<file path="config.mk">
export PLATFORM = sky130hd
export DESIGN_NAME = ptp_rom_streamer
export DESIGN_NICKNAME = d
export VERILOG_FILES = /design/src/rtl/ptp_stream_pkg.sv /design/src/rtl/ptp_st_fifo.sv /design/src/rtl/ptp_rom_streamer.sv
export SDC_FILE = /design/constraint.sdc
export NUM_CORES = 1
export LEC_CHECK = 0
export ABC_AREA = 1
export ABC_CLOCK_PERIOD_IN_PS = 5150
export CORE_UTILIZATION = 55
export CTS_CLUSTER_SIZE = 8
export DETAILED_ROUTE_END_ITERATION = 8
export DONT_BUFFER_PORTS = 1
export PLACE_DENSITY_LB_ADDON = 0.12
export SYNTH_ARGS = -nofsm -noshare
export SYNTH_HDL_FRONTEND = slang
export SYNTH_HIERARCHICAL = 1
export SYNTH_SLANG_ARGS = --single-unit
export TNS_END_PERCENT = 100
</file>
<file path="constraint.sdc">
create_clock -name clock -period 5.15 [get_ports clock]
set_input_delay 0.7725 -clock clock [delete_from_list [all_inputs] [get_ports clock]]
set_output_delay 0.7725 -clock clock [all_outputs]
set_load 0.02 [all_outputs]
</file>
<file path="src/rtl/ptp_stream_pkg.sv">
// Shared types and widths for the PTP template ROM streamer.
package ptp_stream_pkg;

  localparam int ROM_AW = 10;
  localparam int ROM_DW = 32;
  localparam int LEN_W  = ROM_AW + 1;

  typedef struct packed {
    logic [ROM_DW-1:0] data;
    logic              sop;
    logic              eop;
    logic [1:0]        empty;
  } st_beat_t;

  typedef enum logic [1:0] {
    IDLE,
    RUN,
    DRAIN
  } state_t;

endpackage

</file>
<file path="src/rtl/ptp_st_fifo.sv">
// Synchronous FIFO of Avalon-ST beats with an occupancy count; depth is 2**FIFO_DW.
module ptp_st_fifo
  import ptp_stream_pkg::*;
#(
  parameter int FIFO_DW = 2
) (
  input  logic             clock,
  input  logic             reset,
  input  logic             wr_en,
  input  st_beat_t         wr_data,
  input  logic             rd_en,
  output st_beat_t         rd_data,
  output logic [FIFO_DW:0] count,
  output logic             empty
);

  localparam int DEPTH = 1 << FIFO_DW;

  st_beat_t           mem [DEPTH];
  logic [FIFO_DW-1:0] wr_ptr;
  logic [FIFO_DW-1:0] rd_ptr;
  logic               full;
  logic               do_wr;
  logic               do_rd;

  assign full    = count[FIFO_DW];
  assign empty   = (count == '0);
  assign do_wr   = wr_en && !full;
  assign do_rd   = rd_en && !empty;
  assign rd_data = mem[rd_ptr];

  // NOTE: the storage array has no reset; pointers and count alone decide which entries are live.
  always_ff @(posedge clock) begin
    if (do_wr) mem[wr_ptr] <= wr_data;
  end

  always_ff @(posedge clock) begin
    if (reset) begin
      wr_ptr <= '0;
      rd_ptr <= '0;
      count  <= '0;
    end else begin
      if (do_wr) wr_ptr <= wr_ptr + 1'b1;
      if (do_rd) rd_ptr <= rd_ptr + 1'b1;
      case ({do_wr, do_rd})
        2'b10:   count <= count + 1'b1;
        2'b01:   count <= count - 1'b1;
        default: count <= count;
      endcase
    end
  end

endmodule

</file>
<file path="src/rtl/ptp_rom_streamer.sv">
// Streams a PTP frame template from the 1024x32 ROM as big-endian Avalon-ST with backpressure.
// Optional live timestamp patching is enabled by defining PTP_TS_INSERT_EN.
module ptp_rom_streamer
  import ptp_stream_pkg::*;
#(
  parameter int ROM_LAT = 2,
  parameter int FIFO_DW = 2,
  parameter int TS_OFS  = 8
) (
  input  logic              clock,
  input  logic              reset,
  input  logic              start,
  input  logic [ROM_AW-1:0] base_addr,
  input  logic [LEN_W-1:0]  len_words,
  input  logic [1:0]        last_empty,
`ifdef PTP_TS_INSERT_EN
  input  logic [31:0]       ts_sec,
  input  logic [31:0]       ts_ns,
`endif
  output logic [ROM_AW-1:0] rom_address,
  input  logic [ROM_DW-1:0] rom_q,
  output logic [31:0]       tx_data,
  output logic              tx_valid,
  input  logic              tx_ready,
  output logic              tx_sop,
  output logic              tx_eop,
  output logic [1:0]        tx_empty,
  output logic              busy,
  output logic              done
);

  localparam int DEPTH = 1 << FIFO_DW;
  localparam int CW    = FIFO_DW + 2;

  // Word index is carried only when it is needed to place the timestamp.
  typedef struct packed {
    logic             valid;
    logic             sop;
    logic             eop;
`ifdef PTP_TS_INSERT_EN
    logic [LEN_W-1:0] idx;
`endif
  } rd_tag_t;

  state_t           state;
  logic [LEN_W-1:0] len_q;
  logic [LEN_W-1:0] issued;
  logic [1:0]       empty_q;
`ifdef PTP_TS_INSERT_EN
  logic [31:0]      ts_sec_q;
  logic [31:0]      ts_ns_q;
`endif

  rd_tag_t          pipe [ROM_LAT];
  rd_tag_t          tail;
  logic [FIFO_DW:0] inflight;
  logic [FIFO_DW:0] fifo_count;
  logic             fifo_empty;
  logic [CW-1:0]    occupancy;
  logic             credit;
  st_beat_t         wr_beat;
  st_beat_t         head;

  assign tail = pipe[ROM_LAT-1];

  always_comb begin
    inflight = '0;
    for (int i = 0; i < ROM_LAT; i++) inflight = inflight + {{FIFO_DW{1'b0}}, pipe[i].valid};
  end

  // A read is only issued if its word is guaranteed a FIFO slot when it returns.
  assign occupancy = CW'(fifo_count) + CW'(inflight) + CW'(1);
  assign credit    = (occupancy <= CW'(DEPTH));

  // NOTE: every field gets a default first so no path through this block can infer a latch.
  always_comb begin
    wr_beat.data = rom_q;
`ifdef PTP_TS_INSERT_EN
    if (tail.idx == LEN_W'(TS_OFS))          wr_beat.data = ts_sec_q;
    else if (tail.idx == LEN_W'(TS_OFS + 1)) wr_beat.data = ts_ns_q;
`endif
    wr_beat.sop   = tail.sop;
    wr_beat.eop   = tail.eop;
    wr_beat.empty = tail.eop ? empty_q : 2'b00;
  end

  ptp_st_fifo #(.FIFO_DW(FIFO_DW)) u_fifo (
    .clock   (clock),
    .reset   (reset),
    .wr_en   (tail.valid),
    .wr_data (wr_beat),
    .rd_en   (tx_valid && tx_ready),
    .rd_data (head),
    .count   (fifo_count),
    .empty   (fifo_empty)
  );

  assign tx_valid = !fifo_empty;
  assign tx_data  = tx_valid ? head.data  : '0;
  assign tx_sop   = tx_valid && head.sop;
  assign tx_eop   = tx_valid && head.eop;
  assign tx_empty = tx_valid ? head.empty : 2'b00;

  // NOTE: all state here uses non-blocking assignments so every register sees pre-edge values.
  always_ff @(posedge clock) begin
    if (reset) begin
      state       <= IDLE;
      rom_address <= '0;
      len_q       <= '0;
      issued      <= '0;
      empty_q     <= '0;
      busy        <= 1'b0;
      done        <= 1'b0;
      for (int i = 0; i < ROM_LAT; i++) pipe[i] <= '0;
`ifdef PTP_TS_INSERT_EN
      ts_sec_q    <= '0;
      ts_ns_q     <= '0;
`endif
    end else begin
      done <= 1'b0;
      for (int i = 1; i < ROM_LAT; i++) pipe[i] <= pipe[i-1];
      pipe[0] <= '0;

      unique case (state)
        IDLE: begin
          if (start) begin
            rom_address <= base_addr;
            len_q       <= len_words;
            empty_q     <= last_empty;
            issued      <= '0;
            busy        <= 1'b1;
`ifdef PTP_TS_INSERT_EN
            ts_sec_q    <= ts_sec;
            ts_ns_q     <= ts_ns;
`endif
            state       <= (len_words == '0) ? DRAIN : RUN;
          end
        end
        RUN: begin
          if (credit) begin
            pipe[0].valid <= 1'b1;
            pipe[0].sop   <= (issued == '0);
            pipe[0].eop   <= (issued == len_q - 1'b1);
`ifdef PTP_TS_INSERT_EN
            pipe[0].idx   <= issued;
`endif
            issued        <= issued + 1'b1;
            rom_address   <= rom_address + 1'b1;
            if (issued + 1'b1 == len_q) state <= DRAIN;
          end
        end
        DRAIN: begin
          if (inflight == '0 && fifo_empty) begin
            done  <= 1'b1;
            busy  <= 1'b0;
            state <= IDLE;
          end
        end
        default: state <= IDLE;
      endcase
    end
  end

endmodule
</file>
; After elaboration in Yosys (flattened, before gate mapping)
; Memories as Yosys holds them, arrays and structs flattened. A register that Yosys moved wholly into a read port is not among the register bits.
; Index checks and enable logic that the tools add are counted.
[word_totals]
reg_bits = 45
ram_bits = 150
in_bits = 59
output_inout_bits = 49
elab_cells = 96
n_memories = 2
[memory_table]
columns = name, words, word_bits, rd, rd_ports_with_merged_regs, write_ports, line
row1 = u_fifo.mem, 4, 36, 1, 1, 1, ptp_st_fifo.sv:19  ; st_beat_t mem [DEPTH];
row2 = pipe, 2, 3, 2, 0, 2, ptp_rom_streamer.sv:54  ; rd_tag_t pipe [ROM_LAT];
[op_classes]
add_sub_neg = 10
order_cmp = 1
n_eq_ne = 10
muxes = 36
n_bitwise = 6
reduce_logical = 21
[op_table]
columns = op, count
row1 = $mux 32, 1
row2 = $eq 11x11->1, 2
row3 = $logic_not 11->1, 2
row4 = $mux 11, 2
row5 = $pmux 11 s2, 1
row6 = $mux 10, 2
row7 = $pmux 10 s2, 1
row8 = $mux 2, 9
row9 = $mux 1, 15
row10 = $add 11x1->11 const B, 1
row11 = $sub 11x1->11 const B, 1
row12 = $add 10x1->10 const B, 1
row13 = $ne 2x2->1 const B, 4
row14 = $logic_and 1x1->1, 6
row15 = $logic_not 3->1, 2
row16 = $mux 3, 2
row17 = $pmux 2 s3, 1
row18 = $pmux 3 s2, 1
row19 = $reduce_and 3->1, 2
row20 = $reduce_bool 2->1, 3
row21 = $or 1x1->1, 5
row22 = $add 2x1->2 const B, 2
row23 = $add 3x2->4, 1
row24 = $add 4x1->4 const B, 1
row25 = 13 further kinds, 16

; Logic depth before layout (Yosys ltp)
; Gate-level depths: netlist of the first run.
; An unclocked memory read counts as a cell.
[logic_depth]
word_depth = 10
mapped_depth = 16
depth_no_buf = 15

; Modules after synthesis
; The synthesis of the first run kept the hierarchy.
[modules_own_cells]
columns = module, n_inst, cells_per_inst, area_each_um2, seq_area_each_um2
row1 = ptp_st_fifo, 1, 412, 5835.6, 4504.3
row2 = ptp_rom_streamer, 1, 470, 2910.3, 880.8

; Worst setup path before layout of the first run
; No wires, ideal clock.
[synth_path]
kind = flip-flop to flip-flop
startpoint = reg u_fifo.wr_ptr[0]
endpoint = mem u_fifo/mem[2][0] in the netlist's numbering (enable)
setup_ns = 0.429
arrival_ns = 2.104
required_ns = 4.721
slack_ns = 2.617
stages_incl_launch_ff = 5
path_buffers = 0
synth_period_minus_slack_ns = 2.533
path_cell_list = dfxtp_1 inv_1 ha_1 inv_1 nor2_1
[synth_lines]
columns = element, line
row1 = from (decl), ptp_st_fifo.sv:20  ; logic [FIFO_DW-1:0] wr_ptr;
row2 = from (signal assigned), ptp_st_fifo.sv:43  ; if (do_wr) wr_ptr <= wr_ptr + 1'b1;
row3 = to (decl), ptp_st_fifo.sv:19
; No word-level cell before the write port.

==> results of run 1 <==
-- tightest hold or removal path, stage by stage, from the launching register on --
cell and delay (ps):
dfxtp_1 290, inv_1 40, nor2_1 30
-- power groups by stage --
| stage | logic, W | clock network, W | registers (W) |
|---|---|---|---|
| after floorplan | 0.000434 | 0 | 0.00189 |
| after global placement | 0.000522 | 0 | 0.00191 |
| after detailed placement | 0.000534 | 0 | 0.00191 |
| after CTS | 0.000535 | 0.00119 | 0.00188 |
| after global routing | 0.000603 | 0.00125 | 0.00189 |
| final | 0.000533 | 0.00118 | 0.00188 |
-- layout by cell type, fill, tap and decap left out, types with 2 or more instances in the layout --
cell	synthesis	final
a211oi_1	5	5
xnor2_1	6	6
o22ai_1	39	39
a21boi_0	2	2
o21ai_1	58	58
nand2_2	2	2
nor2_2	3	3
clkinv_4	0	3
xor2_1	14	14
nand4_1	6	6
nor3_1	6	6
clkinv_2	0	3
inv_6	1	2
ha_1	13	13
clkinvlp_4	0	4
nand2_1	86	86
nand3b_1	3	3
nor2_1	166	162
inv_1	102	102
dfxtp_1	53	52
a31oi_1	4	4
edfxtp_1	144	144
nor2_4	2	6
o21ai_0	56	56
clkbuf_1	9	4
buf_4	5	8
a21oi_1	30	30
o21bai_1	2	2
nand3_1	31	31
clkbuf_16	0	17
-- cell type report --
| type | count | share of cell area (%) |
|---|---|---|
| clock inverters | 11 | 0.853 |
| multi-input cells | 544 | 29.4 |
| flip-flops and latches | 197 | 57.3 |
| clock buffers | 21 | 4.69 |
| repair buffers | 8 | 0.639 |
| well taps | 211 | 2.81 |
| inverters | 105 | 4.28 |
-- logic make-up after synthesis --
| logic type | Yosys count | share of synthesized area [%] |
|---|---|---|
| XOR/XNOR | 20 | 2.00 |
| AND/OR/NAND/NOR | 312 | 14.9 |
| flip-flops | 197 | 61.6 |
| buffers and inverters | 141 | 7.21 |
| adder cells (fa/ha/maj) | 14 | 2.09 |
| AO/OA/AOI/OAI | 198 | 12.3 |
-- per-stage QoR --
stage | setup slack [ps] | util [%] | instances | hold slack, ps | cell area [um2]
after floorplan | 2620 | - | 882 | 388 | 8750
after global placement | 2480 | 57.7 | 1065 | 394 | 8870
after detailed placement | 2450 | 57.7 | 1065 | 400 | 8870
after CTS | 1980 | 61.1 | 1097 | 393 | 9390
after global routing | 1830 | 61.1 | 1097 | 394 | 9390
final | 1960 | 61.1 | 1097 | 394 | 9390
-- worst min path at each step --
stage               start          to  depth (start not counted)  slack, ps
6_report       pipe[0][1]  pipe[1][1]                          2        390
5_1_grt             reset        done                          1        390
4_1_cts             reset        busy                          1        390
3_5_place_dp   pipe[0][1]  pipe[1][1]                          2        400
3_3_place_gp   pipe[0][1]  pipe[1][1]                          2        390
2_1_floorplan  pipe[0][0]  pipe[1][0]                          2        390
-- layer usage --
layer,up-vias,track usage [%],routed length [um]
li1,2988,-,-
met1,2907,28.5,7820
met4,0,10.5,439
met3,42,5.05,1140
met2,199,39.7,8990
met5,-,0,0
-- sequential cells by signal, indices dropped and copies added (netlist names), named ones only --
| name | count |
|---|---|
| state | 2 |
| issued | 11 |
| done | 1 |
| u_fifo/rd_ptr | 2 |
| rom_address | 10 |
| len_q | 11 |
| busy | 1 |
| u_fifo/mem | 144 |
| pipe | 6 |
| empty_q | 2 |
| u_fifo/count | 3 |
| u_fifo/wr_ptr | 2 |
==> flow_metrics.tcl, run 1 <==
set metrics [dict create \
    cp_top_family "buffers and inverters" \
    status "finished clean" \
    r2r-end "rom_address[8]" \
    die-area_mm2 0.0164 \
    grt_pass1_vias 6111 \
    clk_latency_ps 430 \
    p_int_w 0.00256 \
    pwr-share-comb_pct 14.8 \
    vdd_ir_drop_max_uv 259 \
    ff_latch_area_mm2 0.00539 \
    grt-ovfl-total 0 \
    required_ps 4380 \
    crit_end "tx_empty[1]" \
    fp.dieW_um 128 \
    postSynthAreaPerCell_um2 9.92 \
    hold_path.class "reg2reg" \
    synthFlopType "edfxtp_1" \
    seqPwrFrac_pct 52.4 \
    slew_headroom_pct 47.8 \
    finalSetupViolCount 0 \
    ys_ff_latch 197 \
    dr_total_vias 6136 \
    worst-path-buf-inv 3 \
    hold_buffers 0 \
    grt_pass1_wl_um 29100 \
    cts_tree "built" \
    p_leak_nw 3.53 \
    multi_input_area_mm2 0.00276 \
    first_pass_iters 5 \
    synthTopCellsByCount "166 x nor2_1, 144 x edfxtp_1, 102 x inv_1" \
    drt-total-wl_um 18400 \
    synthesis.instances 882 \
    drtIter0Drc 477 \
    worst_setup_hold_path_clk_slew_ps 70 \
    area_growth_pct 7.40 \
    port_buffers 0 \
    path_cells "buf_4 -> inv_6 -> nor2_1 -> o22ai_1 -> inv_1 -> nor2_1" \
    gp_congestion 0.910 \
    yosys_warnings 6 \
    cpMostUsedCell "nor2_1" \
    synth_edf_count 144 \
    fin_worst_skew_ps 9.25 \
    cts_root_buffer "clkbuf_16" \
    fin_setup_tns_ps 0 \
    cts_resized 0 \
    rsz0062_at_grt "no" \
    period_share_pct 62.0 \
    grt_max_degree 74 \
    wire_per_inst_um 16.8 \
    async_reset_ff_share_pct 0 \
    clk_path_buf_depth 2 \
    reg2reg_depth 12 \
    worst_pin_slew_ps 782 \
    synthTopCellsByArea "edfxtp_1 49%, dfxtp_1 12%, nor2_1 7.1%" \
    arrival_ps 2420 \
    synth.largest_area_cell "edfxtp_1" \
    ys_seq_area_share_pct 61.6 \
    cap_viol_max_count 0 \
    critPathMaxStageDelay_ps 510 \
    finalHoldViolations 0 \
    slowest_stage "inv_6" \
    synth_nets 955 \
    criticalPathCategory "reg2out" \
    rows 45 \
    fin_total_pwr_w 0.00359 \
    antenna_left 0 \
    synth_most_common_cell "nor2_1" \
    cts_setup_buffers 0 \
    start_kind "flop" \
    finalNetCount 946 \
    start_util_pct 56.9 \
    syn-cell-area_mm2 0.00875 \
    fmax_ghz 0.313 \
    cts.sinks 197 \
    power_density_mw_per_mm2 382 \
    worst-path-max-fanout 73 \
    end_kind "output port" \
    hpwlAfterDp_um 11800 \
    p_sw_w 0.00103 \
    antenna_found_initial 0 \
    cts_buffers 17 \
    r2r_start "pipe[1][2]" \
    r2r_slack_ps 2580 \
    ioPinCount 108 \
    final_max_slew_viol_count 0 \
    drive_gt1_share_pct 5.98 \
    drc_errors 0 \
    antennaDiodeCount 0 \
    period_needed_ps 3190 \
    power_switching_share_pct 28.8 \
    h-tree-depth 4 \
    ys_types 41 \
    die_h_um 128 \
    vias_per_cell 5.59 \
    cp_num_cells 6 \
    grt.total_usage_pct 23.3 \
    core_mm2 0.0154 \
    pwr-share-clk_pct 32.7 \
    fill_cells 1276 \
    yosysTopAreaCellShare_pct 49.4 \
]
No activity file was read; power rests on OpenSTA's default activity.
==> run 2: changes to the inputs <==
--- a/config.mk
+++ b/config.mk
@@ -6,7 +6,7 @@
 export NUM_CORES = 1
 export LEC_CHECK = 0
 export ABC_AREA = 1
-export ABC_CLOCK_PERIOD_IN_PS = 5150
+export ABC_CLOCK_PERIOD_IN_PS = 3100
 export CORE_UTILIZATION = 55
 export CTS_CLUSTER_SIZE = 8
 export DETAILED_ROUTE_END_ITERATION = 8
==> constraint.sdc (replaced) <==
create_clock -name clock -period 3.1 [get_ports clock]
set_input_delay 0.465 -clock clock [delete_from_list [all_inputs] [get_ports clock]]
set_output_delay 0.465 -clock clock [all_outputs]
set_load 0.02 [all_outputs]
==> run 2 against run 1 <==
  * Die area is the same
  * Critical path type unchanged
  * Cell area grew 1.3%
  * Count of clock-buffer cells in the layout shrank 4
  * Sequential power grew 66%
  * Routed wire length grew 2.4%
  * Highest routed layer unchanged
  * Global-route usage grew 1.1 points
  * Combinational power grew 69%
  * Largest power group unchanged
  * Hold slack lost 310 ps
  * Power grew 76%
  * Sequential cell count is the same
==> flow_metrics.tcl, run 2 (synthesis results as in run 1) <==
set metrics [dict create \
    status "finished clean" \
    criticalPathCategory "reg2out" \
    grt_max_degree 73 \
    dr_total_vias 6068 \
    p_leak_nw 3.59 \
    drt-total-wl_um 18800 \
    start_kind "flop" \
    core_mm2 0.0154 \
    first_pass_iters 7 \
    path_cells "buf_4 -> inv_4 -> o21ai_1 -> o22ai_1 -> inv_1 -> nor2_1" \
    wire_per_inst_um 17.1 \
    holdWs_ps 82.8 \
    die-area_mm2 0.0164 \
    drtIter0Drc 507 \
    r2r_start "pipe[0][2]" \
    vdd_ir_drop_max_uv 413 \
    drc_errors 0 \
    cts.sinks 197 \
    grt-ovfl-total 0 \
    fin_worst_skew_ps 17.4 \
    cts_buffers 17 \
    ioPinCount 108 \
    cts_root_buffer "clkbuf_16" \
    antenna_found_initial 0 \
    critPathMaxStageDelay_ps 590 \
    period_needed_ps 2910 \
    rows 45 \
    antennaDiodeCount 0 \
    ff_latch_area_mm2 0.00539 \
    required_ps 2630 \
    largest_reg_flops 144 \
    drive_gt1_share_pct 6.75 \
    reg2reg_depth 11 \
    arrival_ps 2440 \
    top_register "u_fifo/mem" \
    holdCritStartpoint "reset" \
    fill_cells 1333 \
    fp.dieW_um 128 \
    r2r-end "issued[10]" \
    fin_setup_tns_ps 0 \
    layout_commonest_cell "nor2_1" \
    rsz0062_at_grt "no" \
    hold_buffers 0 \
    largestRegisters "u_fifo/mem x144, issued x11, len_q x11" \
    cts_setup_buffers 0 \
    clk_latency_ps 450 \
    hold_depth 1 \
    cts_resized 0 \
    port_buffers 0 \
    cap_viol_max_count 0 \
    grt.total_usage_pct 24.4 \
    finalNetCount 949 \
    antenna_left 0 \
    end_kind "output port" \
    slew_headroom_pct 44.4 \
    start_util_pct 56.9 \
    mostFrequentLayoutCells "162 x nor2_1, 144 x edfxtp_1, 102 x inv_1, 86 x nand2_1, 58 x o21ai_1" \
    cts_tree "built" \
    finalHoldViolations 0 \
    hold_path.class "in2reg" \
    h-tree-depth 4 \
    area_growth_pct 8.76 \
    worst-path-max-fanout 36 \
    worst_pin_slew_ps 833 \
    finalSetupViolCount 0 \
    fmax_ghz 0.344 \
    r2r_slack_ps 640 \
    min_to "pipe[1][2]" \
    slowest_stage "dfxtp_1" \
    grt_pass1_wl_um 30400 \
    vias_per_cell 5.52 \
    period_share_pct 93.8 \
    gp_congestion 0.859 \
    power_density_mw_per_mm2 666 \
    hpwlAfterDp_um 12400 \
    grt_pass1_vias 6027 \
    final_max_slew_viol_count 0 \
    die_h_um 128 \
    worst_setup_hold_path_clk_slew_ps 70 \
    multi_input_area_mm2 0.00276 \
    final_util_pct 61.9 \
    clk_path_buf_depth 2 \
]
run 2: worst max-delay path by stage:
stage / from / to / slack (ps) / depth (start not counted)
6_report: flop / tx_empty[1] / 190 / 6
5_1_grt: flop / tx_empty[0] / 1 / 6
2_1_floorplan: u_fifo/wr_ptr[0] / u_fifo/mem[2][0] / 570 / 4
3_5_place_dp: flop / tx_empty[1] / 630 / 6
4_1_cts: flop / tx_empty[1] / 160 / 6
3_3_place_gp: flop / tx_empty[0] / 630 / 5
run 2: final cells by class:
cell class	instances	area share, %
Multi-Input combinational cell	544	29.0
Sequential cell	197	56.6
Timing Repair Buffer	11	0.868
Clock buffer	17	4.47
Tap cell	211	2.78
Inverter	105	4.22
Clock inverter	15	2.01
run 2: metal layers:
| metal | share of wire [%] | GRT usage (%) | wire length (um) |
|---|---|---|---|
| met5 | 0 | 0 | 0 |
| met4 | 2.1 | 9.34 | 399 |
| met3 | 5.9 | 6.34 | 1100 |
| met2 | 49 | 40.9 | 9160 |
| met1 | 43 | 30.4 | 8160 |
run 2: per-stage QoR:
step	area, um2	instances	power (W)	setup WS, ps
after floorplan	8750	882	0.00387	567
after global placement	8890	1068	0.00406	629
after detailed placement	8890	1068	0.00409	634
after CTS	9510	1100	0.00637	158
after global routing	9510	1100	0.00661	1.41
final	9510	1100	0.00633	191
run 2: critical path: cells and delay by family (launching register included):
| family | cells | cell delay, ps |
|---|---|---|
| AO/OA/AOI/OAI | 2 | 300 |
| buffers and inverters | 3 | 730 |
| flip-flops | 1 | 590 |
| AND/OR/NAND/NOR | 1 | 370 |
run 2: report_power, final:
group	switching [W]	total (W)	internal, W
sequential	0.000171	0.00313	0.00296
clock	0.00101	0.00230	0.00129
combinational	0.000624	0.000899	0.000275
total	0.00181	0.00633	0.00452
